## config.mk

```make
export PLATFORM = sky130hd
export DESIGN_NAME = mem_access_unit
export DESIGN_NICKNAME = d
export VERILOG_FILES = /design/src/rtl/mem_access_unit.sv
export SDC_FILE = /design/constraint.sdc
export NUM_CORES = 1
export LEC_CHECK = 0
export CAP_MARGIN = 25
export CORE_AREA = 2 2 109 111
export DETAILED_ROUTE_END_ITERATION = 8
export DIE_AREA = 0 0 111 113
export PLACE_DENSITY_LB_ADDON = 0.3
export REMOVE_ABC_BUFFERS = 1
export SYNTH_ARGS = -nofsm -noshare
export SYNTH_HDL_FRONTEND = slang
export SYNTH_SLANG_ARGS = --single-unit
```

## constraint.sdc

```tcl
create_clock -name CLK -period 5.2 [get_ports CLK]
set_clock_uncertainty 0.2 [all_clocks]
set_input_delay 1.04 -clock CLK [delete_from_list [all_inputs] [get_ports CLK]]
set_output_delay 1.04 -clock CLK [all_outputs]
set_load 0.01 [all_outputs]
```

## src/rtl/mem_access_unit.sv

```systemverilog
// mem_access_unit: data-memory access controller with lane steering, wait-state stall, misalignment and timeout abort
module mem_access_unit #(
  parameter int MAX_WAIT = 255
) (
  input  logic        CLK,
  input  logic        RST,
  input  logic [31:0] MEM_ALU_RESULT,
  input  logic [31:0] MEM_RS2_DATA,
  input  logic        MEM_READ,
  input  logic        MEM_WRITE,
  input  logic [2:0]  MEM_FUNC3,
  output logic [31:0] DMEM_ADDR,
  output logic [31:0] DMEM_WDATA,
  output logic [3:0]  DMEM_BE,
  output logic        DMEM_RE,
  output logic        DMEM_WE,
  input  logic [31:0] DMEM_RDATA,
  input  logic        DMEM_READY,
  output logic [31:0] MEM_DATA_OUT,
  output logic        MEM_STALL,
  output logic        MEM_MISALIGNED,
  output logic        MEM_FAULT
);
  typedef enum logic {IDLE, WAIT} state_t;
  state_t      state;
  logic [7:0]  cnt;
  logic [31:0] l_addr, l_wdata;
  logic [3:0]  l_be;
  logic        l_re, l_we;
  logic [1:0]  l_off;
  logic [1:0]  off;
  logic        req, mis, go, in_wait, timeout, en, re_in;
  logic [3:0]  be_in;
  logic [31:0] wd_in, addr_in;
  logic [1:0]  off_sel;
  logic        re_sel;
  logic        unused_f3;
  assign unused_f3 = MEM_FUNC3[2];
  assign off     = MEM_ALU_RESULT[1:0];
  assign req     = MEM_READ | MEM_WRITE;
  // func3[1] selects word size, func3[0] halfword; bit 2 only carries signedness
  assign mis     = req && (MEM_FUNC3[1] ? (off != 2'b00) : (MEM_FUNC3[0] & off[0]));
  assign go      = req && !mis;
  assign re_in   = MEM_READ & ~MEM_WRITE;
  assign addr_in = {MEM_ALU_RESULT[31:2], 2'b00};
  assign in_wait = (state == WAIT);
  assign timeout = in_wait && !DMEM_READY && (cnt == 8'(MAX_WAIT));
  always_comb begin
    be_in = !MEM_WRITE ? 4'hF
          : MEM_FUNC3[1] ? 4'hF
          : MEM_FUNC3[0] ? (off[1] ? 4'b1100 : 4'b0011)
          : 4'b0001 << off;
    wd_in = !MEM_WRITE ? 32'h0
          : MEM_FUNC3[1] ? MEM_RS2_DATA
          : MEM_FUNC3[0] ? {2{MEM_RS2_DATA[15:0]}}
          : {4{MEM_RS2_DATA[7:0]}};
  end
  // en: an access is presented to memory this cycle (never during reset or a timeout abort)
  assign en      = !RST && (in_wait ? !timeout : go);
  assign off_sel = in_wait ? l_off : off;
  assign re_sel  = in_wait ? l_re : re_in;
  always_comb begin
    DMEM_ADDR      = en ? (in_wait ? l_addr : addr_in) : 32'h0;
    DMEM_WDATA     = en ? (in_wait ? l_wdata : wd_in) : 32'h0;
    DMEM_BE        = en ? (in_wait ? l_be : be_in) : 4'h0;
    DMEM_RE        = en && re_sel;
    DMEM_WE        = en && (in_wait ? l_we : MEM_WRITE);
    MEM_STALL      = en && !DMEM_READY;
    MEM_DATA_OUT   = (en && DMEM_READY && re_sel) ? DMEM_RDATA >> {off_sel, 3'b000} : 32'h0;
    MEM_MISALIGNED = !RST && !in_wait && mis;
    MEM_FAULT      = !RST && timeout;
  end
  always_ff @(posedge CLK or posedge RST) begin
    if (RST) begin
      state   <= IDLE;
      cnt     <= 8'h0;
      l_addr  <= 32'h0;
      l_wdata <= 32'h0;
      l_be    <= 4'h0;
      l_re    <= 1'b0;
      l_we    <= 1'b0;
      l_off   <= 2'b00;
    end else if (state == IDLE) begin
      if (go && !DMEM_READY) begin
        state   <= WAIT;
        cnt     <= 8'h1;
        l_addr  <= addr_in;
        l_wdata <= wd_in;
        l_be    <= be_in;
        l_re    <= re_in;
        l_we    <= MEM_WRITE;
        l_off   <= off;
      end
    end else if (DMEM_READY || timeout) begin
      state <= IDLE;
    end else begin
      cnt <= cnt + 8'h1;
    end
  end
endmodule

```

* After elaboration in Yosys (flattened, before gate mapping)
Index checks and enable logic that the tools add are counted.
** Storage, ports and cells
- Register bits :: 79
- Bits in latches :: 0
- Memory bits (writable) :: 0
- Memory bits (read-only) :: 0
- Bits of input ports :: 104
- Output and inout port bits :: 105
- Word-level logic and storage cells :: 67
- Memories :: 0
** Cells by class
- $add $sub $neg :: 1
- Multiply operators :: 0
- Divide/modulo/power cells :: 0
- $lt $le $gt $ge :: 0
- Equal/unequal tests :: 2
- Shifts and indexed selects :: 2
- Muxes and demuxes :: 25
- Bitwise operators :: 5
- Reduce and logical (&&, ||, !) cells :: 24
** Operator list (number)
- $mux W32 :: 8
- $shr A32 B5 Y32 :: 1
- $mux W4 :: 6
- $mux W8 :: 3
- $logic_and A1 B1 Y1 :: 14
- $add A8 B1 Y8 const B :: 1
- $eq A8 B8 Y1 const B :: 1
- $mux W1 :: 7
- $logic_not A1 Y1 :: 5
- $reduce_and A2 Y1 :: 2
- $reduce_bool A2 Y1 :: 2
- $shl A1 B2 Y4 const A :: 1
- $and A1 B1 Y1 :: 2
- $mux W2 :: 1
- $ne A2 B2 Y1 const B :: 1
- $not A1 Y1 :: 2
- $logic_or A1 B1 Y1 :: 1
- $or A1 B1 Y1 :: 1

* Logic depth before layout (Yosys ltp)
- Depth in word-level cells :: 10
- Depth in mapped cells :: 8
- Gate-level depth less buffers :: 5

* Worst setup path before layout
No wires, ideal clock.
- Path kind :: input to output
- From :: input port MEM_FUNC3[0]
- To :: output port MEM_DATA_OUT[22]
- Arrival :: 2.434 ns
- Data required time :: 3.960 ns
- Slack :: 1.526 ns
- Cell stages on the path :: 6
- Path buffers :: 2
- Path through :: buf_2 or2_4 a311oi_4 o2111ai_2 buf_2 a21oi_1
** On the way
- Cells in the longest elaborated chain, start to end :: 10
** RTL lines
- from (decl) :: RTL line 11 : input logic [2:0] MEM_FUNC3,
- $and A1 B1 Y1 :: RTL line 42 : assign mis = req && (MEM_FUNC3[1] ? (off != 2'b00) : (MEM_FUNC3[0] & off[0]));
- $mux W1 :: RTL line 42
- $logic_and A1 B1 Y1 :: RTL line 42
- $logic_not A1 Y1 :: RTL line 43 : assign go = req && !mis;
- $logic_and A1 B1 Y1 :: RTL line 43
- $mux W1 :: RTL line 59 : assign en = !RST && (in_wait ? !timeout : go);
- $logic_and A1 B1 Y1 :: RTL line 59
- $logic_and A1 B1 Y1 (2 in series) :: RTL line 69 : MEM_DATA_OUT = (en && DMEM_READY && re_sel) ? DMEM_RDATA >> {off_sel, 3'b000} : 32'h0;
- $mux W32 :: RTL line 69
- to (decl) :: RTL line 19 : output logic [31:0] MEM_DATA_OUT,
No other way between the ends.

* Worst setup path in the final report
- From :: input port MEM_ALU_RESULT[0]
- To :: output port DMEM_WDATA[23]
** On the way
- Cells in the longest elaborated chain, start to end :: 8
- Elaborated cells on any way between the ends :: 9
- Those cells by class :: mux: 3; bitwise: 1; reduce/logical: 5
** RTL lines
- from (decl) :: RTL line 7 : input logic [31:0] MEM_ALU_RESULT,
- $and A1 B1 Y1 / $reduce_bool A2 Y1 (equally long branches) :: RTL line 42
- $mux W1 * :: RTL line 42
- $logic_and A1 B1 Y1 * :: RTL line 42
- $logic_not A1 Y1 * :: RTL line 43
- $logic_and A1 B1 Y1 * :: RTL line 43
- $mux W1 * :: RTL line 59
- $logic_and A1 B1 Y1 * :: RTL line 59
- $mux W32 * :: RTL line 64 : DMEM_WDATA = en ? (in_wait ? l_wdata : wd_in) : 32'h0;
- to (decl) :: RTL line 13 : output logic [31:0] DMEM_WDATA,
Mark *: on every way between the ends. The rest lies on a longest branch, timed or not.

==> metrics.txt <==
status finished clean; DR DRC count 0; synthesis-to-layout area growth 45.6%; fraction of layout instances using a drive strength above 1 between 5 and 6%; LEAKAGE 3.31 nW; largest net degree at the start of global routing 60; CTS tree yes; Final Hold Slack around 280 ps; initial antenna violation count 0; total number of vias 5734; asr flop ratio synth 100%; period utilisation layout 94.6%; worst path required time ~4000 ps; Nets slightly below 1000; IO Port Bufs 205; final std cells w/o fill 1035; Final Setup Violations 0; H-tree Lvls 3; Yosys top cell area share between 30% and 40%; GPL Wtd Cong 0.907; first-pass GRT wire length 27.7 mm; Top Ports 209; multi-input logic area 3090 um^2; Arr. time, crit path 3680 ps; initial DRC count slightly above 500; final WL 17.1 mm; gr usage total 26.7%; DP Cell Count slightly above 1000; f_max 0.203 GHz; CTS Buffer Depth 2; Seq/Total Area, Yosys around 37%; full die area 12500 um^2; crit start category input port; Syn Std Cell Area about 5300 um^2; clock slew at reported path FFs 60 ps; Slew headroom 33.3%; commonest cells after routing, fill and taps aside nand2_1, clkdlybuf4s50_1, nor2_1; Fillers 908; Period minus WS final 4920 ps; Post-DRT Antenna Nets 0; WL per Instance approximately 17 um; critical path peak fanout 51; Register Area 1980 um^2; TritonCTS Sinks 79; post-DP HPWL 11.5 mm; syn avg cell area 7.47 um^2; Hold WC Path Type register to register; cell area after layout 7780 um^2; total power 0.00226 W; row count 39; Die Y roughly 110 um; most common cell after layout, fill and taps aside nand2_1; Die W 111 um; clock latency on the worst-skew pair 340 ps; Slew Viols, Final 0; Post-CTS Hold Buffers 0; antenna diode count 0; Post-synth EDFFs 0; Setup Fix Bufs, Post-CTS 0; Slew @ Worst Pin 1000 ps; Max Cap Viol 0; number of synthesis warnings 0; synth top area cells dfrtp_1, nand2_1, mux2i_1; DR pass1 iterations 5; RSZ-0062 raised after global routing false; Starting Density ~47%; Num CTS Buffers 9; CP Class input port to primary output; Fin. Hold Viols 0; vias in the first global route 5624; Synth area leader dfrtp_1; most common flop cell mapped by yosys dfrtp_1; pwr/cell area about 290 nW/um^2; library cells used by synthesis 44; placed cell areas 7440 um^2; vias per inst 5.54; Setup crit end kind primary output; core region area 11300 um^2; CTS Root Cell clkbuf_16; cell count after synthesis 716; #FFs+latches synth 79; post-CTS sizing 0; VDD IR max 0.199 mV; overflow left after global routing 0
-- path summary, 6_finish.rpt --
| path | from | to | slack (ps) | depth (start not counted) |
|---|---|---|---|---|
| setup / recovery | MEM_ALU_RESULT[0] | DMEM_WDATA[23] | 280 | 7 |
| setup reg to reg | in_wait | l_wdata[27] | 1920 | 5 |
| hold reg to reg | l_addr[23] | l_addr[23] | 280 | 2 |
| max in group asynchronous | RST | cnt[7] | 2760 | 3 |
| hold / removal | l_addr[23] | l_addr[23] | 280 | 2 |
| min in group asynchronous | RST | l_off[0] | 1120 | 2 |
-- routing by layer --
layer	wire length [um]	GRT usage [%]	part of all wire, %
met1	7020	33.0	41
met2	8370	45.8	49
met3	1260	7.07	7.4
met4	493	8.83	2.9
met5	0	0	0
-- worst max-delay path: stages --
cell             delay (ps)
clkdlybuf4s50_1         510
a21o_1                  290
a311oi_4                400
nand2_2                 340
buf_12                  290
a21oi_1                 180
clkdlybuf4s50_1         590
-- sequential cells by signal, summed over array words and instances (netlist names) --
register,cells
l_wdata,32
l_addr,30
cnt,8
l_be,4
l_off,2
in_wait,1
l_re,1
l_we,1
-- cells in the mapped netlist (3+ instances only) --
master and n:
nand2_1 219, nor2_1 91, dfrtp_1 79, mux2i_1 49, o21ai_0 44, a21oi_1 31, clkbuf_1 27, buf_2 25
nand3_1 18, o21a_1 17, a211oi_1 16, nor2b_1 13, mux2_2 9, a22oi_1 8, a2bb2oi_1 8, nor3b_1 8
a31oi_1 5, inv_1 5, buf_1 4, nor3_1 4, o21ai_1 4, and2_1 3
-- logic make-up (layout without fill, tap and decap cells) --
| kind of cell | Yosys count | in the layout | synth area share (%) |
|---|---|---|---|
| compound gates | 146 | 146 | 17.9 |
| fa+ha+maj | 1 | 1 | 0.234 |
| buf+inv | 65 | 240 | 5.57 |
| flops | 79 | 79 | 37.0 |
| mux | 59 | 59 | 11.3 |
| other cells | 1 | 2 | 0.0701 |
| simple gates | 365 | 365 | 28.0 |
-- final cells by class --
class | instances | area share [%]
Clock buffer | 10 | 2.94
Clock inverter | 6 | 1.48
Inverter | 5 | 0.257
Multi-Input combinational cell | 573 | 39.7
Sequential cell | 79 | 25.4
Tap cell | 143 | 2.30
Timing Repair Buffer | 219 | 27.9
-- power by group --
| part | total, W | internal (W) | switching (W) | leakage, nW |
|---|---|---|---|---|
| Combinational | 0.000682 | 0.000323 | 0.000359 | 2.14 |
| Sequential | 0.000837 | 0.000744 | 0.0000925 | 1.01 |
| Clock | 0.000738 | 0.000473 | 0.000265 | 0.164 |
| Total | 0.00226 | 0.00154 | 0.000717 | 3.31 |
-- stage by stage --
| step | utilization [%] | setup slack (ps) | TNS, ps |
|---|---|---|---|
| floorplan | - | -956 | -54680 |
| global placement | 66.0 | 349 | 0 |
| detailed placement | 66.0 | 321 | 0 |
| CTS | 69.1 | 281 | 0 |
| global route | 69.1 | 152 | 0 |
| finish | 69.1 | 279 | 0 |
(Power assumes the default switching activity.)
